**config.mk**
```make
export PLATFORM = sky130hd
export DESIGN_NAME = mux_share_arbiter_flat
export DESIGN_NICKNAME = d
export VERILOG_FILES = /design/src/rtl/mux_share_arbiter_if.sv /design/src/rtl/mux_share_arbiter.sv /design/src/flat_wrapper.sv
export SDC_FILE = /design/constraint.sdc
export NUM_CORES = 1
export LEC_CHECK = 0
export CAP_MARGIN = 5
export CORE_UTILIZATION = 34
export DETAILED_ROUTE_END_ITERATION = 6
export PLACE_DENSITY = 0.72
export SETUP_SLACK_MARGIN = 0.15
export SLEW_MARGIN = 10
export SYNTH_ARGS = -nofsm -noshare
export SYNTH_HDL_FRONTEND = slang
export SYNTH_SLANG_ARGS = --single-unit
```
**constraint.sdc**
```tcl
create_clock -name clk -period 3.4 [get_ports clk]
set_input_delay 0.68 -clock clk [delete_from_list [all_inputs] [get_ports clk]]
set_output_delay 0.68 -clock clk [all_outputs]
set_load 0.01 [all_outputs]
```
**src/rtl/mux_share_arbiter_if.sv**
```systemverilog
// mux_share_arbiter_if: requester-side signals and shared output channel of the 2:1 arbiter
interface mux_share_arbiter_if #(parameter int W = 8);
   logic         req0, req1;
   logic [W-1:0] d0, d1;
   logic         gnt0, gnt1, sel, y_valid;
   logic [W-1:0] y;
   modport master (output req0, req1, d0, d1, input gnt0, gnt1, sel, y, y_valid);
   modport slave  (input req0, req1, d0, d1, output gnt0, gnt1, sel, y, y_valid);
endinterface

```
**src/rtl/mux_share_arbiter.sv**
```systemverilog
// mux_share_arbiter: two-requester round-robin arbiter time-sharing one 2:1 data mux
module mux_share_arbiter #(
   parameter int W        = 8,
   parameter int MAX_HOLD = 4
) (
   input logic                clk,
   input logic                rst_n,
   mux_share_arbiter_if.slave bus
);
   typedef enum logic [1:0] {IDLE, GRANT0, GRANT1} state_t;
   state_t       state_q, state_d;
   logic         sel_q, sel_d, last_q, last_d;
   logic [7:0]   hold_q, hold_d;
   logic         sat;
   logic [W-1:0] y_mux;
   assign sat = hold_q == 8'(MAX_HOLD - 1);
   always_comb begin
      state_d = state_q;
      sel_d   = sel_q;
      last_d  = last_q;
      hold_d  = hold_q;
      case (state_q)
         IDLE:    state_d = (bus.req0 && (!bus.req1 || last_q)) ? GRANT0 : bus.req1 ? GRANT1 : IDLE;
         GRANT0:  state_d = (!bus.req0 || (bus.req1 && sat)) ? (bus.req1 ? GRANT1 : IDLE) : GRANT0;
         GRANT1:  state_d = (!bus.req1 || (bus.req0 && sat)) ? (bus.req0 ? GRANT0 : IDLE) : GRANT1;
         default: state_d = IDLE;
      endcase
      // entering a grant restarts the hold window; keeping it counts up to saturation
      if (state_d != IDLE && state_d != state_q) begin
         hold_d = '0;
         sel_d  = state_d == GRANT1;
         last_d = state_d == GRANT1;
      end else if (state_d != IDLE) begin
         hold_d = sat ? hold_q : hold_q + 8'd1;
      end
   end
   always_ff @(posedge clk) begin
      if (!rst_n) begin
         state_q <= IDLE;
         sel_q   <= 1'b0;
         last_q  <= 1'b1;
         hold_q  <= '0;
      end else begin
         state_q <= state_d;
         sel_q   <= sel_d;
         last_q  <= last_d;
         hold_q  <= hold_d;
      end
   end
   assign y_mux       = sel_q ? bus.d1 : bus.d0;
   assign bus.y       = y_mux;
   assign bus.gnt0    = state_q == GRANT0;
   assign bus.gnt1    = state_q == GRANT1;
   assign bus.sel     = sel_q;
   assign bus.y_valid = (state_q == GRANT0 && bus.req0) || (state_q == GRANT1 && bus.req1);
endmodule

```
**src/flat_wrapper.sv**
```systemverilog
// flat-port wrapper written by rule: the top's interface ports become plain ports
module mux_share_arbiter_flat 
#(
   parameter int W        = 8,
   parameter int MAX_HOLD = 4
)
  (clk, rst_n, bus_req0, bus_req1, bus_d0, bus_d1, bus_gnt0, bus_gnt1, bus_sel, bus_y, bus_y_valid);
  mux_share_arbiter_if #(.W(W)) bus_i ();
  input logic clk;
  input logic rst_n;
  input wire logic [$bits(bus_i.req0)-1:0] bus_req0;
  input wire logic [$bits(bus_i.req1)-1:0] bus_req1;
  input wire logic [$bits(bus_i.d0)-1:0] bus_d0;
  input wire logic [$bits(bus_i.d1)-1:0] bus_d1;
  output wire logic [$bits(bus_i.gnt0)-1:0] bus_gnt0;
  output wire logic [$bits(bus_i.gnt1)-1:0] bus_gnt1;
  output wire logic [$bits(bus_i.sel)-1:0] bus_sel;
  output wire logic [$bits(bus_i.y)-1:0] bus_y;
  output wire logic [$bits(bus_i.y_valid)-1:0] bus_y_valid;
  assign bus_i.req0 = bus_req0;
  assign bus_i.req1 = bus_req1;
  assign bus_i.d0 = bus_d0;
  assign bus_i.d1 = bus_d1;
  assign bus_gnt0 = bus_i.gnt0;
  assign bus_gnt1 = bus_i.gnt1;
  assign bus_sel = bus_i.sel;
  assign bus_y = bus_i.y;
  assign bus_y_valid = bus_i.y_valid;
  mux_share_arbiter #(.W(W), .MAX_HOLD(MAX_HOLD)) u_core (.clk(clk), .rst_n(rst_n), .bus(bus_i));
endmodule
```
==> results_dict.tcl, run 1 <==
set metrics [dict create \
    final_nets 137 \
    grt_pass1_wl_mm 3.43 \
    r2r_setup_slack_ns 1.42 \
    setup_violations 0 \
    max_freq_mhz 371 \
    cts_max_level 1 \
    coreArea_um2 2060 \
    synth_area_leaders "dfxtp_1, mux2_2, xnor2_1" \
    maxSlewHeadroom 0.605 \
    yosys_warnings 0 \
    clk_latency_ns 0.27 \
    grt_pass1_vias 775 \
    grt_setup_unrepaired "false" \
    drtAntennaViolNets 0 \
    num_rows 16 \
    clock_sinks 12 \
    ys_seq_area_frac 0.308 \
    gp_congestion 0.779 \
    synthTopCellsByCount "dfxtp_1, nor2_1, mux2_2" \
    synth.distinct_cells 33 \
    period_share 0.792 \
    io_pins 32 \
    antenna_found_initial 0 \
    critical_path_class "in -> out" \
    p_seq_frac 0.454 \
    post-route-min-period_ns 2.69 \
    synth_nets 103 \
    tritoncts "done" \
    numCtsBuffers 3 \
    track_usage 0.182 \
    syn_area_um2 781 \
    initial_core_util 0.379 \
    place_hpwl_mm 1.51 \
    drt-initial-drc-count 10 \
    drc_errors 0 \
    postLayoutCoreUtil 0.553 \
    crit_path_start_kind "input pin" \
    async_reset_ff_frac 0 \
    multi_input_area_um2 518 \
    yosysTopAreaCellShare 0.308 \
    p_per_area_nw_per_um2 302 \
    hold_viol_final 0 \
    holdBufCountCts 0 \
    routedWlPerCell_um 13.4 \
    p_clk_frac 0.248 \
    area_delta_synth_final_pct 46.0 \
    swShare 0.269 \
    design_power_total_mw 0.345 \
    register_area_um2 240 \
    p_int_mw 0.252 \
    die_y_um 49.9 \
    dieArea_um2 2490 \
    antenna_cells 0 \
    ys_ff_latch 12 \
    cp.arrival_ns 2.01 \
    fp.dieW_um 49.9 \
    drv_cap 0 \
    critPathMaxFanout 8 \
    p_switching_mw 0.0927 \
    synth-edff-count 0 \
    syn_inst 82 \
    wirelength_mm 1.90 \
    first_pass_iters 4 \
    drv_slew 0 \
    postCtsSetupBuffers 0 \
    setup_tns_ns 0 \
    routed_via_density 5.36 \
    num_vias 756 \
    power_leakage_nw 0.390 \
    grt_max_degree 11 \
    synth_ff_type "dfxtp_1" \
    synth_area_per_cell_um2 9.52 \
    overflow 0 \
    fin_worst_skew_ns 0.00277 \
    port_buffers 31 \
    outcome "complete, no violations" \
    yosysMostFrequentCell "dfxtp_1" \
    synth_top_area_cell "dfxtp_1" \
    clock_path_buffers 2 \
    clkTransAtPathRegs_ns 0.07 \
    cts.repair.resized 0 \
    cts-root-buf "clkbuf_4" \
    drive_gt1_frac 0.158 \
    comb_power_share 0.298 \
    hp-class "reg -> reg" \
    cp.required_ns 2.72 \
    n_fill_cell 192 \
    endpoint_kind "output pin" \
    tightest_slew_ns 0.578 \
    vdd_drop_max_uv 260 \
]
==> placed cells by master (no fill, tap or decap), types with 2 or more instances in the layout <==
cell,n
clkdlybuf4s50_1,31
dfxtp_1,12
nor2_1,9
mux2_2,8
nor2b_1,4
inv_1,4
nand4_1,4
o21ai_0,4
xnor2_1,4
nand3_1,3
clkbuf_4,3
a22o_1,2
a2111oi_0,2
a21oi_1,2
a31oi_1,2
xor2_1,2
==> per-stage QoR <==
step	cell area (um^2)	hold WS, ns	setup slack, ns	std cells
CTS	1140	0.509	0.698	141
global route	1140	0.576	0.660	141
floorplan	781	0.469	1.64	82
finish	1140	0.514	0.706	141
detailed placement	1120	0.497	0.706	138
global placement	1120	0.486	0.711	138
==> critical path, cell delays in order <==
cell and delay [ns]:
clkdlybuf4s50_1 0.64, a22o_1 0.17, clkdlybuf4s50_1 0.52
==> sequential cells by signal (all words and copies together), names as in the netlist <==
signal and count:
u_core.hold_q 8, u_core.state_q 2, u_core.bus.sel 1, u_core.last_q 1
==> power groups by stage <==
stage | registers (mW) | logic, mW | clock network (mW)
floorplan | 0.154 | 0.0533 | 0
global placement | 0.160 | 0.101 | 0
detailed placement | 0.160 | 0.103 | 0
CTS | 0.156 | 0.104 | 0.0886
global route | 0.158 | 0.111 | 0.0949
finish | 0.157 | 0.103 | 0.0853
==> metal layers <==
metal / global-route usage / routed length [um]
met5: 0 / 0
met4: 0.0429 / 8
met3: 0.0463 / 82
met2: 0.320 / 964
met1: 0.217 / 841
==> worst paths after layout <==
path	startpoint	endpoint	depth (start not counted)
worst max-delay path	bus_req0	bus_y_valid	3
worst min-delay path	u_core.hold_q[7]	u_core.hold_q[7]	2
worst max register to register	u_core.hold_q[0]	u_core.hold_q[3]	5
worst min register to register	u_core.hold_q[7]	u_core.hold_q[7]	2
==> final cells by class <==
cell class | instances | area share
Clock buffer | 3 | 0.0198
Tap cell | 27 | 0.0296
Multi-Input combinational cell | 64 | 0.454
Sequential cell | 12 | 0.211
Timing Repair Buffer | 31 | 0.272
Inverter | 4 | 0.0132
==> logic make-up (layout without fill, tap and decap cells) <==
logic type,after synthesis,count (layout),share of synthesized area
mux,9,9,0.128
flops,12,12,0.308
buf+inv,6,38,0.0288
compound gates,20,20,0.228
fa+ha+maj,1,1,0.0160
xor+xnor,6,6,0.0673
simple gates,28,28,0.224
Note: power is estimated with default switching activity, not from simulation.
==> run 2: changes to the inputs <==
--- a/config.mk
+++ b/config.mk
@@ -8,7 +8,7 @@
 export CAP_MARGIN = 5
 export CORE_UTILIZATION = 34
 export DETAILED_ROUTE_END_ITERATION = 6
-export PLACE_DENSITY = 0.72
+export PLACE_DENSITY = 0.74
 export SETUP_SLACK_MARGIN = 0.15
 export SLEW_MARGIN = 10
 export SYNTH_ARGS = -nofsm -noshare
==> constraint.sdc (replaced) <==
create_clock -name clk -period 2.4 [get_ports clk]
set_input_delay 0.48 -clock clk [delete_from_list [all_inputs] [get_ports clk]]
set_output_delay 0.48 -clock clk [all_outputs]
set_load 0.01 [all_outputs]
==> run 2 against run 1 <==
Effect of this change: final cell count up 1.4%; sequential power up 41%; combinational power up 41%; via count up 2.0%; final area up 2.4%; register-to-register slack worse by 0.99 ns; setup slack worse by 0.48 ns; critical endpoint is now bus_y[2].
==> results_dict.tcl, run 2 (same netlist as run 1, synthesis figures left out) <==
set metrics [dict create \
    cp.arrival_ns 1.70 \
    drt-initial-drc-count 25 \
    overflow 0 \
    n_fill_cell 192 \
    reg2reg_to "u_core.hold_q[6]" \
    postLayoutCoreUtil 0.566 \
    vdd_drop_max_uv 279 \
    coreArea_um2 2060 \
    track_usage 0.159 \
    outcome "complete, no violations" \
    first_pass_iters 4 \
    maxSlewHeadroom 0.597 \
    grt_max_degree 11 \
    min_to "u_core.hold_q[7]" \
    largest-register "u_core.hold_q" \
    drv_slew 0 \
    cts-root-buf "clkbuf_4" \
    num_rows 16 \
    hold_viol_final 0 \
    clkTransAtPathRegs_ns 0.08 \
    cp_top_family "flip-flops" \
    p_per_area_nw_per_um2 451 \
    power_leakage_nw 0.411 \
    clock_sinks 12 \
    tritoncts "done" \
    endpoint_kind "output pin" \
    area_delta_synth_final_pct 49.5 \
    grt_pass1_wl_mm 3.05 \
    routedWlPerCell_um 12.3 \
    io_pins 32 \
    fp.dieW_um 49.9 \
    period_share 0.907 \
    final_nets 138 \
    drv_cap 0 \
    fin_worst_skew_ns 0.00536 \
    r2r_setup_slack_ns 0.43 \
    holdWs_ns 0.505 \
    crit_path_start_kind "register" \
    drc_errors 0 \
    cp.required_ns 1.92 \
    r2r-start "u_core.hold_q[0]" \
    grt_pass1_vias 690 \
    die_y_um 49.9 \
    worstSetupPathDepth 2 \
    largest_register_ffs 8 \
    critical_path_buf_inv_count 1 \
    antenna_found_initial 0 \
    routed_via_density 5.39 \
    final_common_cell "clkdlybuf4s50_1" \
    crit_chain "mux2_2, clkdlybuf4s50_1" \
    setup_tns_ns 0 \
    worst_hold_path.num_cells 2 \
    num_vias 771 \
    max_freq_mhz 459 \
    critical_path_class "reg -> out" \
    antenna_cells 0 \
    critPathMaxFanout 10 \
    rr_worst_depth 5 \
    tightest_slew_ns 0.589 \
    cpPeakStageDelay_ns 0.56 \
    post-route-min-period_ns 2.18 \
    clk_latency_ns 0.27 \
    design_power_total_mw 0.527 \
    grt_setup_unrepaired "false" \
    final_cell_mix "clkdlybuf4s50_1, dfxtp_1, nor2_1" \
    port_buffers 31 \
    place_hpwl_mm 1.36 \
    cts_max_level 1 \
    dieArea_um2 2490 \
    top_regs "u_core.hold_q (8), u_core.state_q (2)" \
    critPathSlowestCell "dfxtp_1" \
    holdBufCountCts 0 \
    hp-class "reg -> reg" \
    gp_congestion 0.830 \
    wirelength_mm 1.76 \
    drtAntennaViolNets 0 \
    drive_gt1_frac 0.190 \
    numCtsBuffers 3 \
    clock_path_buffers 2 \
    setup_violations 0 \
    worstHoldStart "u_core.hold_q[7]" \
    initial_core_util 0.379 \
]
[run 2: routing by layer]
| metal | part of all wire | vias up | GRT usage |
|---|---|---|---|
| met3 | 0.12 | 4 | 0.0463 |
| met2 | 0.42 | 44 | 0.245 |
| met1 | 0.45 | 346 | 0.202 |
| met4 | 0.014 | 0 | 0.0714 |
| li1 | - | 377 | - |
| met5 | 0 | - | 0 |
[run 2: repair_timing]
item | in CTS | in global routing
setup endpoints to repair | 0 | 1
resized for setup | 0 | 3
setup buffers | 0 | 0
[run 2: cell type report]
| type | count | area (um^2) | share of cell area |
|---|---|---|---|
| flip-flops and latches | 12 | 241 | 0.207 |
| inverters | 4 | 15.0 | 0.0129 |
| well taps | 27 | 33.8 | 0.0289 |
| repair buffers | 32 | 320 | 0.274 |
| multi-input cells | 64 | 520 | 0.446 |
| clock buffers | 4 | 36.3 | 0.0311 |
[run 2: report_power, final]
group,switching (mW),internal [mW]
logic,0.0530,0.0924
registers,0.0145,0.208
clock network,0.0671,0.0922
total,0.135,0.392
[run 2: through the flow]
step | cells | instance area (um^2) | setup slack, ns
2_1_floorplan | 82 | 781 | 0.694
3_3_place_gp | 139 | 1120 | 0.192
3_5_place_dp | 139 | 1120 | 0.179
4_1_cts | 143 | 1160 | 0.155
5_1_grt | 143 | 1170 | 0.163
6_report | 143 | 1170 | 0.222
[run 2: worst max-delay path by stage]
stage                            from           endpoint  slack [ns]
floorplan            u_core.hold_q[0]  u_core.state_q[1]        0.69
global placement             bus_req1        bus_y_valid        0.19
detailed placement           bus_req1        bus_y_valid        0.18
CTS                 u_core.state_q[0]        bus_y_valid        0.15
global route        u_core.state_q[1]        bus_y_valid        0.16
finish                 u_core.bus.sel           bus_y[2]        0.22
[run 2: worst reg2reg max path, delay by kind of cell, from the launching register on]
family                   cells  cell delay [ns]
AO/OA/AOI/OAI                2             0.66
AND/OR/NAND/NOR              2             0.55
flip-flops                   1             0.39
adder cells (fa/ha/maj)      1             0.24
==> run 3: changes to the inputs <==
--- a/config.mk
+++ b/config.mk
@@ -8,7 +8,8 @@
 export CAP_MARGIN = 5
 export CORE_UTILIZATION = 34
 export DETAILED_ROUTE_END_ITERATION = 6
-export PLACE_DENSITY = 0.74
+export PLACE_DENSITY = 0.68
+export REMOVE_ABC_BUFFERS = 1
 export SETUP_SLACK_MARGIN = 0.15
 export SLEW_MARGIN = 10
 export SYNTH_ARGS = -nofsm -noshare
==> run 3 against run 2 <==
Effect of this change: combinational power about the same; register-to-register slack worse by 0.04 ns; non-clock buffer count stayed put; highest routed layer unchanged.
==> results_dict.tcl, run 3 (same netlist as run 1, synthesis figures left out) <==
set metrics [dict create \
    clock_path_buffers 2 \
    num_rows 16 \
    cp.arrival_ns 1.68 \
    cts.repair.resized 1 \
    numCtsBuffers 3 \
    overflow 0 \
    power_leakage_nw 0.412 \
    critical_path_class "in -> out" \
    dp.cells 139 \
    fin_worst_skew_ns 0.00158 \
    final_common_cell "clkdlybuf4s50_1" \
    grt_pass1_wl_mm 3.05 \
    max_freq_mhz 463 \
    period_share 0.899 \
    coreArea_um2 2060 \
    final_cell_mix "clkdlybuf4s50_1, nor2_1, dfxtp_1" \
    cp.required_ns 1.92 \
    io_pins 32 \
    place_hpwl_mm 1.46 \
    vdd_drop_max_uv 236 \
    endpoint_kind "output pin" \
    port_buffers 31 \
    register_area_um2 244 \
    largest_register_ffs 8 \
    antenna_cells 0 \
    critPathMaxFanout 3 \
    setup_tns_ns 0 \
    postCtsSetupBuffers 0 \
    drv_cap 0 \
    holdBufCountCts 0 \
    wirelength_mm 1.92 \
    fp.dieW_um 49.9 \
    worst_hold_path.num_cells 2 \
    drt-initial-drc-count 8 \
    cts-root-buf "clkbuf_4" \
    clock_sinks 12 \
    crit_path_start_kind "input pin" \
    p_per_area_nw_per_um2 462 \
    hp-class "reg -> reg" \
    crit_path_start "bus_req0" \
    r2r-start "u_core.hold_q[0]" \
    rr_worst_depth 5 \
    grt_pass1_vias 699 \
    track_usage 0.162 \
    n_fill_cell 197 \
    post-route-min-period_ns 2.16 \
    routed_via_density 5.27 \
    dieArea_um2 2490 \
    drtAntennaViolNets 0 \
    routedWlPerCell_um 13.4 \
    maxSlewHeadroom 0.548 \
    grt_setup_unrepaired "false" \
    cp-endpoint "bus_y_valid" \
    r2r_setup_slack_ns 0.39 \
    final_nets 138 \
    clkTransAtPathRegs_ns 0.08 \
    initial_core_util 0.379 \
    largest-register "u_core.hold_q" \
    grt_max_degree 11 \
    tritoncts "done" \
    first_pass_iters 4 \
    clk_latency_ns 0.28 \
    final_cell_area_um2 1170 \
    hold_viol_final 0 \
    drive_gt1_frac 0.207 \
    place_area_um2 1120 \
    gp_congestion 0.864 \
    multi_input_area_um2 520 \
    outcome "complete, no violations" \
    setup_violations 0 \
    drv_slew 0 \
    drc_errors 0 \
    postLayoutCoreUtil 0.567 \
    num_vias 754 \
    area_delta_synth_final_pct 49.8 \
    die_y_um 49.9 \
    tightest_slew_ns 0.661 \
    reg2reg_to "u_core.hold_q[3]" \
    final_cells 143 \
    cts_max_level 1 \
    top_regs "u_core.hold_q (8), u_core.state_q (2)" \
    antenna_found_initial 0 \
]
-- run 3: critical path: stages --
cell	delay [ns]
clkdlybuf4s50_1	0.51
a22o_1	0.14
clkdlybuf4s50_1	0.54
-- run 3: layout make-up --
class / instances / area share
Clock buffer: 4 / 0.0310
Tap cell: 27 / 0.0289
Inverter: 4 / 0.0128
Timing Repair Buffer: 32 / 0.274
Sequential cell: 12 / 0.209
Multi-Input combinational cell: 64 / 0.445
-- run 3: metal layers --
layer | up-vias | global-route usage | part of all wire
met4 | 0 | 0.0857 | 0.019
met2 | 36 | 0.248 | 0.41
li1 | 381 | - | -
met1 | 332 | 0.203 | 0.49
met3 | 5 | 0.0463 | 0.082
met5 | - | 0 | 0
-- run 3: power breakdown --
group          total (mW)  internal [mW]  switching (mW)
Clock               0.170         0.0925          0.0776
Combinational       0.146         0.0926          0.0537
Sequential          0.224          0.208          0.0156
Total               0.540          0.393           0.147
-- run 3: how the worst min path moves through the flow --
stage                           from               end
global route        u_core.hold_q[7]  u_core.hold_q[7]
CTS                 u_core.hold_q[7]  u_core.hold_q[7]
global placement    u_core.hold_q[7]  u_core.hold_q[7]
floorplan           u_core.hold_q[7]  u_core.hold_q[7]
detailed placement  u_core.hold_q[7]  u_core.hold_q[7]
finish              u_core.hold_q[7]  u_core.hold_q[7]
-- run 3: metrics by stage --
| stage | hold WS (ns) | power (mW) | worst slack (ns) |
|---|---|---|---|
| 2_1_floorplan | 0.469 | 0.293 | 0.694 |
| 3_3_place_gp | 0.487 | 0.370 | 0.168 |
| 3_5_place_dp | 0.491 | 0.374 | 0.164 |
| 4_1_cts | 0.502 | 0.541 | 0.164 |
| 5_1_grt | 0.536 | 0.562 | 0.217 |
| 6_report | 0.504 | 0.540 | 0.242 |
